$ cat src/rtl/hazard_forward_unit_if.sv
// hazard_forward_unit_if: ID-stage request and pipeline-control bundle for the hazard unit
interface hazard_forward_unit_if #(
  parameter int REG_AW = 5,
  parameter int CNT_W  = 16
);
  logic              id_vld;
  logic [REG_AW-1:0] id_rs;
  logic [REG_AW-1:0] id_rt;
  logic              id_use_rt;
  logic [REG_AW-1:0] id_rd;
  logic              id_regwrite;
  logic              id_memread;
  logic              br_taken;
  logic              pc_we;
  logic              ifid_we;
  logic              idex_bubble;
  logic              ifid_flush;
  logic              exmem_flush;
  logic [1:0]        fwd_a;
  logic [1:0]        fwd_b;
  logic              id_byp_rs;
  logic              id_byp_rt;
  logic [CNT_W-1:0]  stall_cnt;
  modport master (
    output id_vld, id_rs, id_rt, id_use_rt, id_rd, id_regwrite, id_memread, br_taken,
    input  pc_we, ifid_we, idex_bubble, ifid_flush, exmem_flush, fwd_a, fwd_b,
           id_byp_rs, id_byp_rt, stall_cnt
  );
  modport slave (
    input  id_vld, id_rs, id_rt, id_use_rt, id_rd, id_regwrite, id_memread, br_taken,
    output pc_we, ifid_we, idex_bubble, ifid_flush, exmem_flush, fwd_a, fwd_b,
           id_byp_rs, id_byp_rt, stall_cnt
  );
endinterface

$ cat src/rtl/hazard_forward_unit.sv
// hazard_forward_unit: stall, flush and forwarding control for a 5-stage MIPS pipeline
module hazard_forward_unit #(
  parameter int REG_AW = 5,
  parameter bit FWD_EN = 1'b1,
  parameter int CNT_W  = 16
) (
  input logic                clk,
  input logic                rst_n,
  hazard_forward_unit_if.slave hz
);
  logic              ex_vld_q, ex_rw_q, ex_mr_q, mem_vld_q, mem_rw_q, mem_mr_q, wb_vld_q, wb_rw_q;
  logic              ex_vld_d, ex_rw_d, ex_mr_d, mem_vld_d, mem_rw_d, mem_mr_d, wb_vld_d, wb_rw_d;
  logic [REG_AW-1:0] ex_rd_q, ex_rs_q, ex_rt_q, mem_rd_q, wb_rd_q;
  logic [REG_AW-1:0] ex_rd_d, ex_rs_d, ex_rt_d, mem_rd_d, wb_rd_d;
  logic [CNT_W-1:0]  cnt_q, cnt_d;
  logic              ex_rs_hit, ex_rt_hit, any_rs, any_rt, stall;

  function automatic logic wr(input logic v, input logic rw, input logic [REG_AW-1:0] rd,
                              input logic [REG_AW-1:0] r);
    return v & rw & (rd == r) & (r != '0);
  endfunction

  // Hazard detection, operand-forward selects and pipeline-buffer controls
  always_comb begin
    ex_rs_hit      = wr(ex_vld_q, ex_rw_q, ex_rd_q, hz.id_rs);
    ex_rt_hit      = wr(ex_vld_q, ex_rw_q, ex_rd_q, hz.id_rt) & hz.id_use_rt;
    any_rs         = ex_rs_hit | wr(mem_vld_q, mem_rw_q, mem_rd_q, hz.id_rs)
                   | wr(wb_vld_q, wb_rw_q, wb_rd_q, hz.id_rs);
    any_rt         = ex_rt_hit | ((wr(mem_vld_q, mem_rw_q, mem_rd_q, hz.id_rt)
                   | wr(wb_vld_q, wb_rw_q, wb_rd_q, hz.id_rt)) & hz.id_use_rt);
    stall          = hz.id_vld & ~hz.br_taken
                   & (FWD_EN ? ex_mr_q & (ex_rs_hit | ex_rt_hit) : any_rs | any_rt);
    hz.pc_we       = ~stall;
    hz.ifid_we     = ~stall;
    hz.idex_bubble = stall | hz.br_taken;
    hz.ifid_flush  = hz.br_taken;
    hz.exmem_flush = hz.br_taken;
    hz.fwd_a       = !(FWD_EN && ex_vld_q) ? 2'b00
                   : wr(mem_vld_q, mem_rw_q, mem_rd_q, ex_rs_q) & ~mem_mr_q ? 2'b10
                   : wr(wb_vld_q, wb_rw_q, wb_rd_q, ex_rs_q) ? 2'b01 : 2'b00;
    hz.fwd_b       = !(FWD_EN && ex_vld_q) ? 2'b00
                   : wr(mem_vld_q, mem_rw_q, mem_rd_q, ex_rt_q) & ~mem_mr_q ? 2'b10
                   : wr(wb_vld_q, wb_rw_q, wb_rd_q, ex_rt_q) ? 2'b01 : 2'b00;
    hz.id_byp_rs   = FWD_EN & wr(wb_vld_q, wb_rw_q, wb_rd_q, hz.id_rs);
    hz.id_byp_rt   = FWD_EN & wr(wb_vld_q, wb_rw_q, wb_rd_q, hz.id_rt);
    hz.stall_cnt   = cnt_q;
  end

  // Shadow slots advance every cycle; a taken branch kills the ID and EX entries
  always_comb begin
    ex_vld_d  = hz.id_vld & ~stall & ~hz.br_taken;
    ex_rd_d   = hz.id_rd;
    ex_rw_d   = hz.id_regwrite;
    ex_mr_d   = hz.id_memread;
    ex_rs_d   = hz.id_rs;
    ex_rt_d   = hz.id_rt;
    mem_vld_d = ex_vld_q & ~hz.br_taken;
    mem_rd_d  = ex_rd_q;
    mem_rw_d  = ex_rw_q;
    mem_mr_d  = ex_mr_q;
    wb_vld_d  = mem_vld_q;
    wb_rd_d   = mem_rd_q;
    wb_rw_d   = mem_rw_q;
    cnt_d     = (stall && cnt_q != '1) ? cnt_q + CNT_W'(1) : cnt_q;
  end

  // Slot and counter registers
  always_ff @(posedge clk or negedge rst_n) begin
    if (!rst_n) begin
      ex_vld_q  <= 1'b0;
      ex_rd_q   <= '0;
      ex_rw_q   <= 1'b0;
      ex_mr_q   <= 1'b0;
      ex_rs_q   <= '0;
      ex_rt_q   <= '0;
      mem_vld_q <= 1'b0;
      mem_rd_q  <= '0;
      mem_rw_q  <= 1'b0;
      mem_mr_q  <= 1'b0;
      wb_vld_q  <= 1'b0;
      wb_rd_q   <= '0;
      wb_rw_q   <= 1'b0;
      cnt_q     <= '0;
    end else begin
      ex_vld_q  <= ex_vld_d;
      ex_rd_q   <= ex_rd_d;
      ex_rw_q   <= ex_rw_d;
      ex_mr_q   <= ex_mr_d;
      ex_rs_q   <= ex_rs_d;
      ex_rt_q   <= ex_rt_d;
      mem_vld_q <= mem_vld_d;
      mem_rd_q  <= mem_rd_d;
      mem_rw_q  <= mem_rw_d;
      mem_mr_q  <= mem_mr_d;
      wb_vld_q  <= wb_vld_d;
      wb_rd_q   <= wb_rd_d;
      wb_rw_q   <= wb_rw_d;
      cnt_q     <= cnt_d;
    end
  end
endmodule

$ cat src/flat_wrapper.sv
// flat-port wrapper written by rule: the top's interface ports become plain ports
module hazard_forward_unit_flat 
#(
  parameter int REG_AW = 5,
  parameter bit FWD_EN = 1'b1,
  parameter int CNT_W  = 16
)
  (clk, rst_n, hz_id_vld, hz_id_rs, hz_id_rt, hz_id_use_rt, hz_id_rd, hz_id_regwrite, hz_id_memread, hz_br_taken, hz_pc_we, hz_ifid_we, hz_idex_bubble, hz_ifid_flush, hz_exmem_flush, hz_fwd_a, hz_fwd_b, hz_id_byp_rs, hz_id_byp_rt, hz_stall_cnt);
  hazard_forward_unit_if #(.REG_AW(REG_AW), .CNT_W(CNT_W)) hz_i ();
  input logic clk;
  input logic rst_n;
  input wire logic [$bits(hz_i.id_vld)-1:0] hz_id_vld;
  input wire logic [$bits(hz_i.id_rs)-1:0] hz_id_rs;
  input wire logic [$bits(hz_i.id_rt)-1:0] hz_id_rt;
  input wire logic [$bits(hz_i.id_use_rt)-1:0] hz_id_use_rt;
  input wire logic [$bits(hz_i.id_rd)-1:0] hz_id_rd;
  input wire logic [$bits(hz_i.id_regwrite)-1:0] hz_id_regwrite;
  input wire logic [$bits(hz_i.id_memread)-1:0] hz_id_memread;
  input wire logic [$bits(hz_i.br_taken)-1:0] hz_br_taken;
  output wire logic [$bits(hz_i.pc_we)-1:0] hz_pc_we;
  output wire logic [$bits(hz_i.ifid_we)-1:0] hz_ifid_we;
  output wire logic [$bits(hz_i.idex_bubble)-1:0] hz_idex_bubble;
  output wire logic [$bits(hz_i.ifid_flush)-1:0] hz_ifid_flush;
  output wire logic [$bits(hz_i.exmem_flush)-1:0] hz_exmem_flush;
  output wire logic [$bits(hz_i.fwd_a)-1:0] hz_fwd_a;
  output wire logic [$bits(hz_i.fwd_b)-1:0] hz_fwd_b;
  output wire logic [$bits(hz_i.id_byp_rs)-1:0] hz_id_byp_rs;
  output wire logic [$bits(hz_i.id_byp_rt)-1:0] hz_id_byp_rt;
  output wire logic [$bits(hz_i.stall_cnt)-1:0] hz_stall_cnt;
  assign hz_i.id_vld = hz_id_vld;
  assign hz_i.id_rs = hz_id_rs;
  assign hz_i.id_rt = hz_id_rt;
  assign hz_i.id_use_rt = hz_id_use_rt;
  assign hz_i.id_rd = hz_id_rd;
  assign hz_i.id_regwrite = hz_id_regwrite;
  assign hz_i.id_memread = hz_id_memread;
  assign hz_i.br_taken = hz_br_taken;
  assign hz_pc_we = hz_i.pc_we;
  assign hz_ifid_we = hz_i.ifid_we;
  assign hz_idex_bubble = hz_i.idex_bubble;
  assign hz_ifid_flush = hz_i.ifid_flush;
  assign hz_exmem_flush = hz_i.exmem_flush;
  assign hz_fwd_a = hz_i.fwd_a;
  assign hz_fwd_b = hz_i.fwd_b;
  assign hz_id_byp_rs = hz_i.id_byp_rs;
  assign hz_id_byp_rt = hz_i.id_byp_rt;
  assign hz_stall_cnt = hz_i.stall_cnt;
  hazard_forward_unit #(.REG_AW(REG_AW), .FWD_EN(FWD_EN), .CNT_W(CNT_W)) u_core (.clk(clk), .rst_n(rst_n), .hz(hz_i));
endmodule
$ cat config.mk
export PLATFORM = sky130hd
export DESIGN_NAME = hazard_forward_unit_flat
export DESIGN_NICKNAME = d
export VERILOG_FILES = /design/src/rtl/hazard_forward_unit_if.sv /design/src/rtl/hazard_forward_unit.sv /design/src/flat_wrapper.sv
export SDC_FILE = /design/constraint.sdc
export NUM_CORES = 1
export LEC_CHECK = 0
export CORE_MARGIN = 1
export CORE_UTILIZATION = 45
export CTS_BUF_LIST = sky130_fd_sc_hd__clkbuf_4
export DETAILED_ROUTE_END_ITERATION = 6
export PLACE_DENSITY = 0.83
export SKIP_LAST_GASP = 1
export SYNTH_ARGS = -nofsm -noshare
export SYNTH_HDL_FRONTEND = slang
export SYNTH_SLANG_ARGS = --single-unit
export TNS_END_PERCENT = 100
$ cat constraint.sdc
create_clock -name clk -period 1.65 [get_ports clk]
set_input_delay 0.33 -clock clk [delete_from_list [all_inputs] [get_ports clk]]
set_output_delay 0.33 -clock clk [all_outputs]
set_load 0.02 [all_outputs]
# Word level (Yosys, flattened, before mapping)
# Index checks and enable logic that the tools add are counted.
[classes]
n_reduce_logical = 5
muxes = 6
n_bitwise = 33
eq_ne = 9
add_sub_neg = 1
[ops]
columns = ["operator", "n"]
rows = [
  ["equality test 5 bit", 8],
  ["bitwise AND 1 bit", 28],
  ["nonzero test 5 bit", 4],
  ["adder 16 x 1 -> 16 bit, second input constant", 1],
  ["!= test 16 bit, second input constant", 1],
  ["2-to-1 mux 2 bit", 4],
  ["inverter 1 bit", 3],
  ["2-to-1 mux 1 bit", 2],
  ["bitwise OR 1 bit", 2],
  ["logical AND 1 bit", 1],
]
[word_totals]
inputBits = 22
regBits = 49
wordCells = 68
output_inout_bits = 27

# Depth between registers and ports, before layout
# Gate-level depths: netlist (run 1).
[depth]
depth_word = 10
mapped_depth = 6
mapped_depth_nobuf = 6

# Least setup slack after synthesis (run 1)
# No wires, ideal clock.
[synth_timing]
path_type = "reg2out"
from = "register u_core.ex_rt_q[1]"
to = "output hz_fwd_b[0]"
n_path_buf = 0
setup_slack_ps = -484
stages_incl_launch_ff = 5
required_time_ps = 1320
arrival_time_ps = 1804
path_cell_list = "dfrtp_1 or4_1 nor2_1 nor4_1 nor4_1"
[synth_between]
elab_chain_cells = 6
elab_cells_between_ends = 11
cone_classes = "2 x eq/ne; 3 x mux; 5 x bitwise; 1 x reduce/logical"
[synth_lines]
columns = ["item", "line", "text"]
rows = [
  ["start: declaration", "hazard_forward_unit.sv:13", "logic [REG_AW-1:0] ex_rd_q, ex_rs_q, ex_rt_q, mem_rd_q, wb_rd_q;"],
  ["start signal: assignment", "hazard_forward_unit.sv:90", "ex_rt_q <= ex_rt_d;"],
  ["equality test 5 bit", "hazard_forward_unit.sv:20", "return v & rw & (rd == r) & (r != '0);"],
  ["bitwise AND 1 bit (2 in a row)", "hazard_forward_unit.sv:20", ""],
  ["2-to-1 mux 1 bit / bitwise AND 1 bit (equally long branches)", "hazard_forward_unit.sv:43, hazard_forward_unit.sv:42", ""],
  ["2-to-1 mux 2 bit *", "hazard_forward_unit.sv:42", ": wr(mem_vld_q, mem_rw_q, mem_rd_q, ex_rt_q) & ~mem_mr_q ? 2'b10"],
  ["2-to-1 mux 2 bit *", "hazard_forward_unit.sv:41", "hz.fwd_b = !(FWD_EN && ex_vld_q) ? 2'b00"],
  ["end: declaration", "flat_wrapper.sv:26", "output wire logic [$bits(hz_i.fwd_b)-1:0] hz_fwd_b;"],
]
# Mark *: on every way between the ends. The rest lies on a longest branch, timed or not.

# Worst setup path after layout (run 1)
[layout_timing]
from = "register u_core.ex_rs_q[3]"
to = "output hz_fwd_a[0]"
[layout_between]
elab_chain_cells = 6
elab_cells_between_ends = 11
cone_classes = "2 x eq/ne; 3 x mux; 5 x bitwise; 1 x reduce/logical"
[layout_lines]
columns = ["item", "line", "text"]
rows = [
  ["start: declaration", "hazard_forward_unit.sv:13", ""],
  ["start signal: assignment", "hazard_forward_unit.sv:89", "ex_rs_q <= ex_rs_d;"],
  ["equality test 5 bit", "hazard_forward_unit.sv:20", ""],
  ["bitwise AND 1 bit (2 in a row)", "hazard_forward_unit.sv:20", ""],
  ["2-to-1 mux 1 bit / bitwise AND 1 bit (equally long branches)", "hazard_forward_unit.sv:40, hazard_forward_unit.sv:39", ""],
  ["2-to-1 mux 2 bit *", "hazard_forward_unit.sv:39", ": wr(mem_vld_q, mem_rw_q, mem_rd_q, ex_rs_q) & ~mem_mr_q ? 2'b10"],
  ["2-to-1 mux 2 bit *", "hazard_forward_unit.sv:38", "hz.fwd_a = !(FWD_EN && ex_vld_q) ? 2'b00"],
  ["end: declaration", "flat_wrapper.sv:25", "output wire logic [$bits(hz_i.fwd_a)-1:0] hz_fwd_a;"],
]
# Marks and branches as above.

==> flow_metrics.env, run 1 <==
export IMPL_worst_pin_slew_ns=0.521
export IMPL_pin_count=49
export IMPL_critical_path_peak_fanout=2
export IMPL_grt_total_usage_pct=31.7
export IMPL_hold_path_depth=2
export IMPL_synthFlopType="dfrtp_1"
export IMPL_synth_area_mm2=0.00227
export IMPL_leakagePower_uw=0.00191
export IMPL_initial_core_util_pct=47.4
export IMPL_synth_cells=188
export IMPL_startpoint="u_core.ex_rs_q[3]"
export IMPL_cts_tree="yes"
export IMPL_path_class="reg2out"
export IMPL_die_x_um=73.0
export IMPL_synthesis_nets=211
export IMPL_cts_buffer_depth=2
export IMPL_synthXorXnorAreaFrac_pct=20.1
export IMPL_avgSynthCellArea_um2=12.1
export IMPL_reg2reg_depth=9
export IMPL_rsz0062_at_grt="true"
export IMPL_overflow=0
export IMPL_routed_wl_um=8600
export IMPL_drc=0
export IMPL_first_pass_iters=4
export IMPL_rows=25
export IMPL_synth_edf_count=0
export IMPL_dp_hpwl_um=4270
export IMPL_synth_adder_area_share_pct=0.552
export IMPL_fmax_ghz=0.440
export IMPL_muxShareOfSynthArea_pct=1.10
export IMPL_min_to="u_core.ex_rs_q[4]"
export IMPL_place_congestion=0.819
export IMPL_hp_class="in2reg"
export IMPL_reg2reg_to="u_core.hz.stall_cnt[12]"
export IMPL_yosys_area_share_simple_pct=18.4
export IMPL_cts_buffers_inserted=5
export IMPL_finalNetCount=344
export IMPL_finalWorstSetupSlack_ns=-0.621
export IMPL_vias=2186
export IMPL_vias_per_cell=5.62
export IMPL_placed_cells=357
export IMPL_reg2reg_slack_ns=-0.43
export IMPL_cap_viol_max_count=0
export IMPL_period_share_pct=138
export IMPL_clk_pin_slew_worst_paths_ns=0.15
export IMPL_antenna_cells=0
export IMPL_fin_setup_tns_ns=-10.59
export IMPL_cts_root_buf="clkbuf_4"
export IMPL_dieHeight_um=73.0
export IMPL_drive_gt1_share_pct=51.2
export IMPL_outcome="finished, violations left"
export IMPL_ys_ff_latch=49
export IMPL_numClockSinks=49
export IMPL_min_period_ns=2.27
export IMPL_netlist_top_cell_by_area="dfrtp_1"
export IMPL_slew_headroom_pct=65.3
export IMPL_clock_latency_ns=0.39
export IMPL_syn_to_final_growth_pct=75.8
export IMPL_grt_pass1_vias=2302
export IMPL_power_density_mw_per_mm2=591
export IMPL_hp_start="hz_id_rs[4]"
export IMPL_skew_ns=0.00807
export IMPL_endpoint_kind="primary output"
export IMPL_synth_distinct_cells=34
export IMPL_finalSetupViolations=26
export IMPL_drtAntennaViolNets=0
export IMPL_yosysSeqAreaShare_pct=54.1
export IMPL_regToRegStartpoint="u_core.ex_rd_q[2]"
export IMPL_ys_warnings_count=0
export IMPL_dr_first_iter_drc_count=208
export IMPL_synth_compound_area_share_pct=3.48
export IMPL_drv_slew=0
export IMPL_routedWlPerCell_um=22.1
export IMPL_async_reset_ff_share_pct=100
export IMPL_synth_top_family_by_area="XOR/XNOR gates"
export IMPL_crit_arrival_ns=1.94
export IMPL_fill_cells=220
export IMPL_ys_top_cells_by_area="dfrtp_1 (54%), xnor2_1 (10%), xor2_1 (9.7%), nand4_1 (2.8%), nor4_1 (2.8%)"
export IMPL_antenna_found_initial=0
export IMPL_dieArea_mm2=0.00533
export IMPL_finalHoldViolCount=0
export IMPL_peakVddDrop_v=0.000569
export IMPL_coreArea_mm2=0.00479
export IMPL_yosys_area_top_type_share_pct=54.1
export IMPL_port_buffers=48
export IMPL_grt_pass1_wl_um=12200
export IMPL_grt_max_degree=23
export IMPL_cp_data_required_time_ns=1.32
export IMPL_h_tree_depth=2
export IMPL_violations="negative setup slack"
export IMPL_crit_path_start_kind="flop"
export IMPL_finalNonFillerCells=389
==> cells by family (layout without fill, tap and decap cells) <==
logic type      Yosys count  in the layout
simple gates             68             68
xor+xnor                 52             52
flops                    49             49
compound gates            8              8
buf+inv                   8            142
mux                       2              2
fa+ha+maj                 1              1
==> where the power goes <==
part | internal (µW) | total (µW) | switching (µW)
Clock | 184 | 617 | 433
Combinational | 239 | 439 | 200
Sequential | 1240 | 1300 | 53.6
==> cell usage after synthesis (all sizes together), types with 2 or more instances <==
library cell,instances
and2,2
nor3b,2
o211ai,2
nor4b,2
xnor2,27
inv,3
or4,4
nand3,6
nor4,10
nand2,4
and3,5
nor2,8
nand4,11
nor3,8
o21ai,2
nand2b,3
dfrtp,49
xor2,25
buf,4
==> layer usage <==
metal / routed length (µm) / GRT usage (%) / vias up
li1: - / - / 930
met1: 3330 / 38.4 / 1116
met2: 4450 / 53.7 / 100
met3: 446 / 5.66 / 40
met4: 371 / 16.8 / 0
met5: 0 / 0 / -
==> layout make-up <==
cell class,instances,area (µm²),share of cell area [%]
inverters,3,11.3,0.282
flip-flops and latches,49,1230,30.9
repair buffers,131,1150,28.9
clock buffers,6,45.0,1.13
multi-input cells,131,1450,36.3
well taps,67,83.8,2.10
clock inverters,2,15.0,0.377
==> what timing repair did <==
item	4_1_cts	5_1_grt
gates cloned	1	0
buffers inserted	19	6
endpoints found under the setup margin	44	31
gates resized for setup	133	38
hold endpoints to repair	19	0
pin swaps	40	22
hold buffers	1	0
==> worst max path at each step <==
stage                              to  slack [ns]  depth (start not counted)
final                     hz_fwd_a[0]       -0.62                          5
after global routing      hz_fwd_a[0]       -0.72                          5
after CTS                 hz_fwd_a[0]       -0.59                          5
after detailed placement     hz_pc_we       -1.10                          6
after global placement       hz_pc_we       -1.07                          6
after floorplan              hz_pc_we       -0.21                          5
==> worst max-delay path, cell delays in order, from the launching register on <==
cell and delay [ns]:
dfrtp_1 0.43, or4_4 0.55, nor2_4 0.14, nor4_4 0.07, nor4_4 0.19, buf_4 0.17
==> per-stage QoR <==
stage	setup WS [ns]	hold slack [ns]	area [µm²]	total power (µW)	util [%]
2_1_floorplan	-0.212	0.0344	2380	1440	-
4_1_cts	-0.588	0.184	3810	2240	79.6
5_1_grt	-0.715	0.194	3990	2430	83.3
6_report	-0.621	0.220	3990	2350	83.3
3_5_place_dp	-1.10	0.326	3350	1640	70.0
3_3_place_gp	-1.07	0.319	3350	1630	70.0
==> sequential cells by signal (all words and copies together) (netlist names) <==
register,cells
u_core.ex_rw_q,1
u_core.mem_vld_q,1
u_core.ex_rd_q,5
u_core.mem_rd_q,5
u_core.ex_vld_q,1
u_core.hz.stall_cnt,16
u_core.wb_vld_q,1
u_core.ex_mr_q,1
u_core.ex_rs_q,5
u_core.wb_rw_q,1
u_core.mem_rw_q,1
u_core.ex_rt_q,5
u_core.mem_mr_q,1
u_core.wb_rd_q,5
==> cell usage in the layout, fill, tap and decap left out, types with 6 or more instances in the layout <==
cell / netlist / routed
nor3_4: 0 / 7
clkdlybuf4s50_1: 0 / 11
xnor2_1: 27 / 17
buf_4: 3 / 72
clkdlybuf4s15_1: 0 / 8
dfrtp_1: 49 / 44
xnor2_2: 0 / 9
nand4_1: 10 / 10
dlygate4sd2_1: 0 / 16
buf_6: 0 / 12
xor2_1: 25 / 24
clkbuf_4: 0 / 6
nor4_4: 0 / 6
Note: power is estimated with default switching activity, not from simulation.
==> run 2: changes to the inputs <==
ABC_CLOCK_PERIOD_IN_PS = 1650   (was default)
HOLD_SLACK_MARGIN = 0.03   (was default)
==> results of run 2 <==
The final DEF is identical to that of run 1; final timing and power are the same.
==> run 3: changes to the inputs <==
ABC_AREA = 0   (was default)
CTS_CLUSTER_DIAMETER = 200   (was default)
==> results of run 3 <==
The final DEF is identical to that of run 1; final timing and power are the same.
